`src/rtl/ibex_csr_wr_sequencer_if.sv`:
```
// Requester and CSR-bank signals of the write-and-verify sequencer.
// The slave modport belongs to the sequencer. The master modport belongs to its environment.
interface ibex_csr_wr_sequencer_if #(
  parameter int NumReq = 3,
  parameter int NumCsr = 8,
  parameter int AddrW  = 4,
  parameter int Width  = 32
);
  logic [NumReq-1:0]             req_valid_i;
  logic [NumReq-1:0][AddrW-1:0]  req_addr_i;
  logic [NumReq-1:0][Width-1:0]  req_wdata_i;
  logic [NumReq-1:0]             req_gnt_o;
  logic [NumReq-1:0]             req_done_o;
  logic [1:0]                    req_status_o;
  logic [NumCsr-1:0]             csr_lock_i;
  logic [NumCsr-1:0]             csr_wr_en_o;
  logic [Width-1:0]              csr_wr_data_o;
  logic [NumCsr-1:0][Width-1:0]  csr_rd_data_i;
  logic [NumCsr-1:0]             csr_rd_error_i;
  logic                          busy_o;

  modport slave (
    input  req_valid_i, req_addr_i, req_wdata_i, csr_lock_i, csr_rd_data_i, csr_rd_error_i,
    output req_gnt_o, req_done_o, req_status_o, csr_wr_en_o, csr_wr_data_o, busy_o
  );

  modport master (
    output req_valid_i, req_addr_i, req_wdata_i, csr_lock_i, csr_rd_data_i, csr_rd_error_i,
    input  req_gnt_o, req_done_o, req_status_o, csr_wr_en_o, csr_wr_data_o, busy_o
  );
endinterface

```
`src/rtl/ibex_csr_wr_sequencer.sv`:
```
// Round-robin write-and-verify sequencer for a bank of CSR primitives.
// Each request runs write, settle, and masked read-back check, then reports a status.
module ibex_csr_wr_sequencer #(
  parameter int              NumReq     = 3,
  parameter int              NumCsr     = 8,
  parameter int              AddrW      = 4,
  parameter int              Width      = 32,
  parameter logic [Width-1:0] VerifyMask = 32'hFFFF_FFDF
) (
  input  logic                    clk_i,
  input  logic                    rst_i,
  ibex_csr_wr_sequencer_if.slave  bus
);
  localparam int IdxW = (NumReq > 1) ? $clog2(NumReq) : 1;

  typedef enum logic [1:0] {IDLE, WRITE, SETTLE, CHECK} state_e;

  localparam logic [1:0] StOk       = 2'd0;
  localparam logic [1:0] StLocked   = 2'd1;
  localparam logic [1:0] StMismatch = 2'd2;
  localparam logic [1:0] StShadow   = 2'd3;

  state_e            state_q;
  logic [IdxW-1:0]   idx_q, last_gnt_q;
  logic [AddrW-1:0]  addr_q;
  logic [Width-1:0]  wdata_q;
  logic [1:0]        status_q;
  logic [NumCsr-1:0] wr_en_q;
  logic [NumReq-1:0] done_q;
  logic              busy_q;

  // Round-robin pick: lowest valid index above last_gnt, else lowest valid index overall.
  logic              lo_found, hi_found, gnt_any;
  logic [IdxW-1:0]   lo_idx, hi_idx, gnt_idx;
  logic [NumReq-1:0] gnt_vec;
  logic [AddrW-1:0]  gnt_addr;
  logic [Width-1:0]  gnt_wdata;

  always_comb begin
    lo_found = 1'b0;
    hi_found = 1'b0;
    lo_idx   = '0;
    hi_idx   = '0;
    for (int j = NumReq - 1; j >= 0; j--) begin
      if (bus.req_valid_i[j]) begin
        lo_found = 1'b1;
        lo_idx   = IdxW'(j);
        if (IdxW'(j) > last_gnt_q) begin
          hi_found = 1'b1;
          hi_idx   = IdxW'(j);
        end
      end
    end
    gnt_any   = (state_q == IDLE) && !rst_i && lo_found;
    gnt_idx   = hi_found ? hi_idx : lo_idx;
    gnt_vec   = '0;
    gnt_addr  = '0;
    gnt_wdata = '0;
    for (int j = 0; j < NumReq; j++) begin
      if (IdxW'(j) == gnt_idx) begin
        gnt_vec[j] = gnt_any;
        gnt_addr   = bus.req_addr_i[j];
        gnt_wdata  = bus.req_wdata_i[j];
      end
    end
  end

  // Address decode doubles as the range check: an index >= NumCsr hits nothing.
  logic [NumCsr-1:0] addr_hit;
  logic              gnt_ok;

  always_comb begin
    addr_hit = '0;
    for (int i = 0; i < NumCsr; i++) addr_hit[i] = (gnt_addr == AddrW'(i));
    gnt_ok = |(addr_hit & ~bus.csr_lock_i);
  end

  logic [Width-1:0]  rd_sel;
  logic              err_sel;
  logic [NumReq-1:0] idx_vec;
  logic [1:0]        chk_status;

  always_comb begin
    rd_sel  = '0;
    err_sel = 1'b0;
    for (int i = 0; i < NumCsr; i++) begin
      if (addr_q == AddrW'(i)) begin
        rd_sel  = bus.csr_rd_data_i[i];
        err_sel = bus.csr_rd_error_i[i];
      end
    end
    idx_vec = '0;
    for (int j = 0; j < NumReq; j++) idx_vec[j] = (idx_q == IdxW'(j));
    if (status_q != StOk)                      chk_status = status_q;
    else if (err_sel)                          chk_status = StShadow;
    else if (|((rd_sel ^ wdata_q) & VerifyMask)) chk_status = StMismatch;
    else                                       chk_status = StOk;
  end

  always_ff @(posedge clk_i) begin
    if (rst_i) begin
      state_q    <= IDLE;
      idx_q      <= '0;
      last_gnt_q <= IdxW'(NumReq - 1);
      addr_q     <= '0;
      wdata_q    <= '0;
      status_q   <= StOk;
      wr_en_q    <= '0;
      done_q     <= '0;
      busy_q     <= 1'b0;
    end else begin
      case (state_q)
        IDLE: begin
          if (gnt_any) begin
            idx_q      <= gnt_idx;
            last_gnt_q <= gnt_idx;
            addr_q     <= gnt_addr;
            wdata_q    <= gnt_wdata;
            busy_q     <= 1'b1;
            if (gnt_ok) begin
              status_q <= StOk;
              wr_en_q  <= addr_hit;
              state_q  <= WRITE;
            end else begin
              status_q <= StLocked;
              done_q   <= gnt_vec;
              state_q  <= CHECK;
            end
          end
        end
        WRITE: begin
          wr_en_q <= '0;
          state_q <= SETTLE;
        end
        SETTLE: begin
          done_q  <= idx_vec;
          state_q <= CHECK;
        end
        CHECK: begin
          done_q   <= '0;
          busy_q   <= 1'b0;
          wdata_q  <= '0;
          status_q <= StOk;
          state_q  <= IDLE;
        end
        default: state_q <= IDLE;
      endcase
    end
  end

  assign bus.req_gnt_o     = gnt_vec;
  assign bus.req_done_o    = done_q;
  assign bus.req_status_o  = (|done_q) ? chk_status : StOk;
  assign bus.csr_wr_en_o   = wr_en_q;
  assign bus.csr_wr_data_o = wdata_q;
  assign bus.busy_o        = busy_q;
endmodule

```
`src/flat_wrapper.sv`:
```
// flat-port wrapper written by rule: the top's interface ports become plain ports
module ibex_csr_wr_sequencer_flat 
#(
  parameter int              NumReq     = 3,
  parameter int              NumCsr     = 8,
  parameter int              AddrW      = 4,
  parameter int              Width      = 32,
  parameter logic [Width-1:0] VerifyMask = 32'hFFFF_FFDF
)
  (clk_i, rst_i, bus_req_valid_i, bus_req_addr_i, bus_req_wdata_i, bus_csr_lock_i, bus_csr_rd_data_i, bus_csr_rd_error_i, bus_req_gnt_o, bus_req_done_o, bus_req_status_o, bus_csr_wr_en_o, bus_csr_wr_data_o, bus_busy_o);
  ibex_csr_wr_sequencer_if #(.NumReq(NumReq), .NumCsr(NumCsr), .AddrW(AddrW), .Width(Width)) bus_i ();
  input  logic clk_i;
  input  logic rst_i;
  input wire logic [$bits(bus_i.req_valid_i)-1:0] bus_req_valid_i;
  input wire logic [$bits(bus_i.req_addr_i)-1:0] bus_req_addr_i;
  input wire logic [$bits(bus_i.req_wdata_i)-1:0] bus_req_wdata_i;
  input wire logic [$bits(bus_i.csr_lock_i)-1:0] bus_csr_lock_i;
  input wire logic [$bits(bus_i.csr_rd_data_i)-1:0] bus_csr_rd_data_i;
  input wire logic [$bits(bus_i.csr_rd_error_i)-1:0] bus_csr_rd_error_i;
  output wire logic [$bits(bus_i.req_gnt_o)-1:0] bus_req_gnt_o;
  output wire logic [$bits(bus_i.req_done_o)-1:0] bus_req_done_o;
  output wire logic [$bits(bus_i.req_status_o)-1:0] bus_req_status_o;
  output wire logic [$bits(bus_i.csr_wr_en_o)-1:0] bus_csr_wr_en_o;
  output wire logic [$bits(bus_i.csr_wr_data_o)-1:0] bus_csr_wr_data_o;
  output wire logic [$bits(bus_i.busy_o)-1:0] bus_busy_o;
  assign bus_i.req_valid_i = bus_req_valid_i;
  assign bus_i.req_addr_i = bus_req_addr_i;
  assign bus_i.req_wdata_i = bus_req_wdata_i;
  assign bus_i.csr_lock_i = bus_csr_lock_i;
  assign bus_i.csr_rd_data_i = bus_csr_rd_data_i;
  assign bus_i.csr_rd_error_i = bus_csr_rd_error_i;
  assign bus_req_gnt_o = bus_i.req_gnt_o;
  assign bus_req_done_o = bus_i.req_done_o;
  assign bus_req_status_o = bus_i.req_status_o;
  assign bus_csr_wr_en_o = bus_i.csr_wr_en_o;
  assign bus_csr_wr_data_o = bus_i.csr_wr_data_o;
  assign bus_busy_o = bus_i.busy_o;
  ibex_csr_wr_sequencer #(.NumReq(NumReq), .NumCsr(NumCsr), .AddrW(AddrW), .Width(Width), .VerifyMask(VerifyMask)) u_core (.clk_i(clk_i), .rst_i(rst_i), .bus(bus_i));
endmodule
```
`config.mk`:
```
export PLATFORM = sky130hd
export DESIGN_NAME = ibex_csr_wr_sequencer_flat
export DESIGN_NICKNAME = d
export VERILOG_FILES = /design/src/rtl/ibex_csr_wr_sequencer_if.sv /design/src/rtl/ibex_csr_wr_sequencer.sv /design/src/flat_wrapper.sv
export SDC_FILE = /design/constraint.sdc
export NUM_CORES = 1
export LEC_CHECK = 0
export ABC_AREA = 1
export CAP_MARGIN = 20
export CORE_AREA = 2 2 170 172
export DETAILED_ROUTE_END_ITERATION = 10
export DIE_AREA = 0 0 172 174
export GPL_ROUTABILITY_DRIVEN = 0
export PLACE_DENSITY = 0.57
export SYNTH_ARGS = -nofsm -noshare
export SYNTH_HDL_FRONTEND = slang
export SYNTH_SLANG_ARGS = --single-unit
```
`constraint.sdc`:
```
create_clock -name clk_i -period 7.6 [get_ports clk_i]
set_clock_uncertainty 0.15 [all_clocks]
set_input_delay 2.28 -clock clk_i [delete_from_list [all_inputs] [get_ports clk_i]]
set_output_delay 2.28 -clock clk_i [all_outputs]
set_load 0.03 [all_outputs]
```
# Word-level counts from Yosys, hierarchy flattened
# Index checks and enable logic that the tools add are counted.
# W data, S select, Z words.
[totals]
register_bits = 56
in_bits = 385
output_inout_bits = 49
elab_cells = 122
[classes]
magnitude_cmp = 3
n_eq_ne = 24
n_mux = 64
bitwise_logic = 3
reduce_logical = 19
[ops]
columns = ["cell", "n"]
rows = [
  ["$mux W32", 12],
  ["$pmux W32 S2", 1],
  ["$mux W2", 17],
  ["$eq A4 B3 Y1 const B", 8],
  ["$xor A32 B32 Y32", 1],
  ["$reduce_or A31 Y1", 1],
  ["$mux W1", 22],
  ["$eq A4 B2 Y1 const B", 4],
  ["$mux W8", 2],
  ["$pmux W8 S2", 1],
  ["$mux W4", 3],
  ["$pmux W3 S3", 1],
  ["$and A8 B8 Y8", 1],
  ["$eq A4 B1 Y1 const B", 2],
  ["$logic_not A4 Y1", 2],
  ["$not A8 Y8", 1],
  ["$pmux W2 S4", 1],
  ["$reduce_or A8 Y1", 1],
  ["$eq A2 B2 Y1 const B", 3],
  ["$logic_not A2 Y1", 3],
  ["$mux W3", 2],
  ["$reduce_and A3 Y1", 2],
  ["$reduce_bool A2 Y1", 3],
  ["$eq A2 B1 Y1 const B", 2],
  ["other kinds (13)", 17],
]

# Longest topological paths before layout
[depth]
word_depth = 18
ltp_mapped = 19
depth_no_buf = 18

# Least setup slack after synthesis
# No wires, ideal clock.
[synth_timing]
path_kind = "input port to output port"
from = "input port bus_csr_rd_data_i[156]"
to = "output port bus_req_status_o[1]"
t_arrival_ns = 3.456
path_slack_ns = 1.714
stages = 12
n_path_buf = 0
cell_sequence = "or2_2 -> nand2_1 -> nand2_1 -> nand2_1 -> nand3_1 -> nand3_1 -> nor2_1 -> nand2_1 -> nor2_1 -> nand2_1 -> nor2_1 -> nor2_1"
[synth_via]
elab_chain_len = 10
[synth_rtl]
columns = ["item", "line_no", "rtl"]
rows = [
  ["start, declared", "flat_wrapper.sv:18", "input wire logic [$bits(bus_i.csr_rd_data_i)-1:0] bus_csr_rd_data_i;"],
  ["$mux W32 (4 in series)", "ibex_csr_wr_sequencer.sv:87", "if (addr_q == AddrW'(i)) begin"],
  ["$xor A32 B32 Y32", "ibex_csr_wr_sequencer.sv:96", "else if (|((rd_sel ^ wdata_q) & VerifyMask)) chk_status = StMismatch;"],
  ["$reduce_or A31 Y1", "ibex_csr_wr_sequencer.sv:96", ""],
  ["$mux W2", "ibex_csr_wr_sequencer.sv:96", ""],
  ["$mux W2", "ibex_csr_wr_sequencer.sv:95", "else if (err_sel) chk_status = StShadow;"],
  ["$mux W2", "ibex_csr_wr_sequencer.sv:94", "if (status_q != StOk) chk_status = status_q;"],
  ["$mux W2", "ibex_csr_wr_sequencer.sv:153", "assign bus.req_status_o = (|done_q) ? chk_status : StOk;"],
  ["end, declared", "flat_wrapper.sv:22", "output wire logic [$bits(bus_i.req_status_o)-1:0] bus_req_status_o;"],
]
# Every way passes these cells.

# Final worst setup path
[layout_timing]
from = "input port bus_csr_rd_data_i[26]"
to = "output port bus_req_status_o[1]"
[layout_via]
elab_chain_len = 14
[layout_rtl]
columns = ["item", "line_no"]
rows = [
  ["$mux W32 (8 in series)", "ibex_csr_wr_sequencer.sv:87"],
  ["$xor A32 B32 Y32", "ibex_csr_wr_sequencer.sv:96"],
  ["$reduce_or A31 Y1", "ibex_csr_wr_sequencer.sv:96"],
  ["$mux W2", "ibex_csr_wr_sequencer.sv:96"],
  ["$mux W2", "ibex_csr_wr_sequencer.sv:95"],
  ["$mux W2", "ibex_csr_wr_sequencer.sv:94"],
  ["$mux W2", "ibex_csr_wr_sequencer.sv:153"],
]
# Every way passes these cells.

==> impl_metrics.env <==
export IMPL_io_pins=434
export IMPL_leakage_nw=4.46
export IMPL_buffer_ports_inserted=425
export IMPL_ir_worst_vdd_v=0.000125
export IMPL_nNetsFinal=1888
export IMPL_synth_top_family_by_area="simple AND/OR/NAND/NOR gates"
export IMPL_highest_metal_layer_with_signal_wires="met5"
export IMPL_cts_tree="done"
export IMPL_chipHeight_um=174
export IMPL_rows=62
export IMPL_ctsRootBufferMaster="clkbuf_16"
export IMPL_report_final_hold_viol_count=0
export IMPL_sequential_cell_area_fraction_in_the_yosys_report=0.181
export IMPL_async_reset_ff_frac=0
export IMPL_setup_worst_path_class="in2out"
export IMPL_syn_nets=1500
export IMPL_synth_xor_area_frac=0.00146
export IMPL_layout_worst_path_cycle_share=0.943
export IMPL_max_slew_worst_pin_slew_ns=0.881
export IMPL_yosysUniqueCellTypes=37
export IMPL_wl_met3_um=2520
export IMPL_timing_final_crit_period_ns=7.17
export IMPL_detail_route_antenna_nets=0
export IMPL_grt_pass1_wl_um=47600
export IMPL_design_core_area_um2=28200
export IMPL_synth_top_area_cell="nand2_1"
export IMPL_post_synth_inst_count=1109
export IMPL_synth_enable_flop_cells=0
export IMPL_synthTopCellsByArea="nand2_1 23%, dfxtp_1 18%, nand3_1 12%"
export IMPL_final_layout_size_suffix_gt1_frac=0.0607
export IMPL_ys_seq_elements=54
export IMPL_effective_utilization_at_floorplan=0.212
export IMPL_grt_remaining_overflow=0
export IMPL_synth_yosys_warnings=0
export IMPL_cts_root_to_sink_buffers=2
export IMPL_outcome="finished, final reports clean"
export IMPL_cts_sinks=54
export IMPL_synthesized_area_divided_by_synthesized_cell_count_um2=5.40
export IMPL_antenna_found_initial=6
export IMPL_synth_compound_area_share=0.145
export IMPL_synth_common_cells="366 x nand2_1, 147 x nand3_1, 101 x inv_1"
export IMPL_finalSetupViolCount=0
export IMPL_hold_path_startpoint="u_core.bus.csr_wr_data_o[5]$_SDFFE_PP0P_"
export IMPL_power_density_cell_area_nw_per_um2=240
export IMPL_synth_ff_type="dfxtp_1"
export IMPL_timing_critical_path_to_type="output port"
export IMPL_vias=8603
export IMPL_grt_pass1_vias=8306
export IMPL_mappedNetlistArea_um2=5990
export IMPL_synth_most_common_cell="nand2_1"
export IMPL_post_synth_top_area_fraction=0.229
export IMPL_reg2regPathDepth=13
export IMPL_gr_usage_all_layers=0.210
export IMPL_rsz_0062_raised_after_global_routing="false"
export IMPL_hpwl_after_dpl_um=27700
export IMPL_cts_hold_repair_buffers=0
export IMPL_timing_max_transition_violations_final=0
export IMPL_arrival_time_of_data_at_the_critical_path_endpoint_ns=4.74
export IMPL_drtPass1Iterations=5
export IMPL_hold_path_class="reg2reg"
export IMPL_clkLatencyLatePin_ns=0.30
export IMPL_worstSetupStartpoint="bus_csr_rd_data_i[26]"
export IMPL_synth_adder_area_share=0.0125
export IMPL_wirelength_um=33400
export IMPL_die_area_um2=29900
export IMPL_path_max_fanout=2
export IMPL_worst_endpoint_required_ns=5.17
export IMPL_m1WireLength_um=13800
export IMPL_dieWidth_um=172
export IMPL_simple_gate_share_of_the_synthesized_area=0.546
export IMPL_r2r_end="u_core.bus.csr_wr_data_o[12]$_SDFFE_PP0P_"
export IMPL_post_cts_setup_buffers=0
export IMPL_relSlewSlack=0.412
export IMPL_critPathCapture="bus_req_status_o[1]"
export IMPL_ff2ff_setup_slack_ns=4.29
export IMPL_clk_transition_reported_paths_ns=0.07
export IMPL_setup_total_negative_slack_ns=0
export IMPL_avgRoutedWirePerCell_um=17.7
export IMPL_grt_start_max_net_pins=76
export IMPL_h_tree_depth=2
export IMPL_crit_path_start_kind="input pin"
export IMPL_area_growth_syn_to_layout_pct=79.1
export IMPL_vias_per_cell=4.56
export IMPL_cts_inserted_buffers=5
export IMPL_max_freq_mhz=139
export IMPL_final_util=0.380
export IMPL_timing_max_cap_violations=0
export IMPL_number_of_cells_upsized_or_downsized_after_cts=0
export IMPL_post_synth_mux_area_share=0
export IMPL_routed_wl_met2_um=16300
export IMPL_critical_path_reg2reg_startpoint="u_core.state_q[0]$_SDFFE_PP0P_"
export IMPL_drc=0
export IMPL_drt_iter0_markers=452
==> logic make-up after synthesis <==
family / Yosys count
simple gates: 729
buf+inv: 167
compound gates: 152
flops: 54
fa+ha+maj: 6
xor+xnor: 1
==> stage by stage <==
stage | power (mW) | cells | setup WS, ns | hold slack [ns] | area, µm²
final | 2.57 | 1887 | 0.430 | 0.324 | 10700
after global placement | 2.34 | 1874 | 0.384 | 0.305 | 10600
after detailed placement | 2.36 | 1874 | 0.382 | 0.310 | 10600
after global routing | 2.83 | 1886 | 0.231 | 0.355 | 10700
after CTS | 2.61 | 1882 | 0.378 | 0.324 | 10700
after floorplan | 1.57 | 1109 | 1.71 | 0.305 | 5990
==> state kept, by name, summed over array words and instances, names as in the netlist <==
register                  flops
u_core.bus.csr_wr_data_o     32
u_core.bus.csr_wr_en_o        8
u_core.addr_q                 4
u_core.bus.req_done_o         3
u_core.last_gnt_q             2
u_core.state_q                2
u_core.bus.busy_o             1
u_core.idx_q                  1
u_core.status_q               1
==> cell usage in the layout, fill, tap and decap left out <==
cell	instances
clkdlybuf4s50_1	422
nand2_1	366
nand3_1	147
inv_1	101
nor2_1	99
a21oi_1	69
dfxtp_1	54
nand4_1	36
or2_2	29
o21ai_0	25
o211ai_1	17
a31oi_1	16
nand3b_1	14
buf_4	14
inv_2	9
nand2_2	8
or2_0	7
o22ai_1	6
a22oi_1	6
ha_1	6
diode_2	5
nor2_4	5
nor2_2	5
o21ai_1	5
nand3_2	5
clkbuf_16	5
nand2_4	3
or2_1	2
o21bai_1	2
a21oi_2	2
o21ai_2	2
o32ai_1	2
clkinv_4	2
nor3_1	1
clkinv_1	1
or3_1	1
xnor2_1	1
and2b_1	1
inv_8	1
buf_2	1
==> final cells by class <==
type                            count  area [µm²]
Inverter                          111         417
Fill cell                        3140       17500
Tap cell                          384         480
Timing Repair Buffer              437        4330
Sequential cell                    54        1080
Multi-Input combinational cell    888        4250
Antenna cell                        5        12.5
Clock inverter                      3        28.8
Clock buffer                        5         125
==> routing by layer <==
layer / vias up / global-route usage
met5: - / 0
met3: 29 / 0.0376
met2: 314 / 0.383
li1: 4398 / -
met4: 2 / 0.0595
met1: 3860 / 0.250
==> worst min path at each step <==
stage                                                     to  slack, ns  cells after the start
floorplan                    u_core.status_q[0]$_SDFFE_PP0P_       0.31                      2
global placement    u_core.bus.csr_wr_data_o[5]$_SDFFE_PP0P_       0.30                      2
detailed placement  u_core.bus.csr_wr_data_o[5]$_SDFFE_PP0P_       0.31                      2
CTS                 u_core.bus.csr_wr_data_o[5]$_SDFFE_PP0P_       0.32                      2
global route        u_core.bus.csr_wr_data_o[5]$_SDFFE_PP0P_       0.35                      2
finish              u_core.bus.csr_wr_data_o[5]$_SDFFE_PP0P_       0.32                      2
==> report_power, final <==
| group | switching (mW) | internal, mW | total (mW) |
|---|---|---|---|
| clock | 0.119 | 0.126 | 0.245 |
| combinational | 1.20 | 0.691 | 1.89 |
| sequential | 0.0860 | 0.345 | 0.432 |
==> critical path, cell delays in order <==
cell,delay [ns]
clkdlybuf4s50_1,0.45
nand3_1,0.10
nand2_1,0.12
nor2_1,0.04
nand3_1,0.06
nand2_1,0.11
nand2_1,0.20
nand2_1,0.08
nand2_1,0.06
nand2_1,0.05
nor2_1,0.08
nand2_1,0.06
nor2_1,0.09
nand3_1,0.11
nor2_1,0.15
nor2_1,0.06
clkdlybuf4s50_1,0.63
Note: power is estimated with default switching activity, not from simulation.
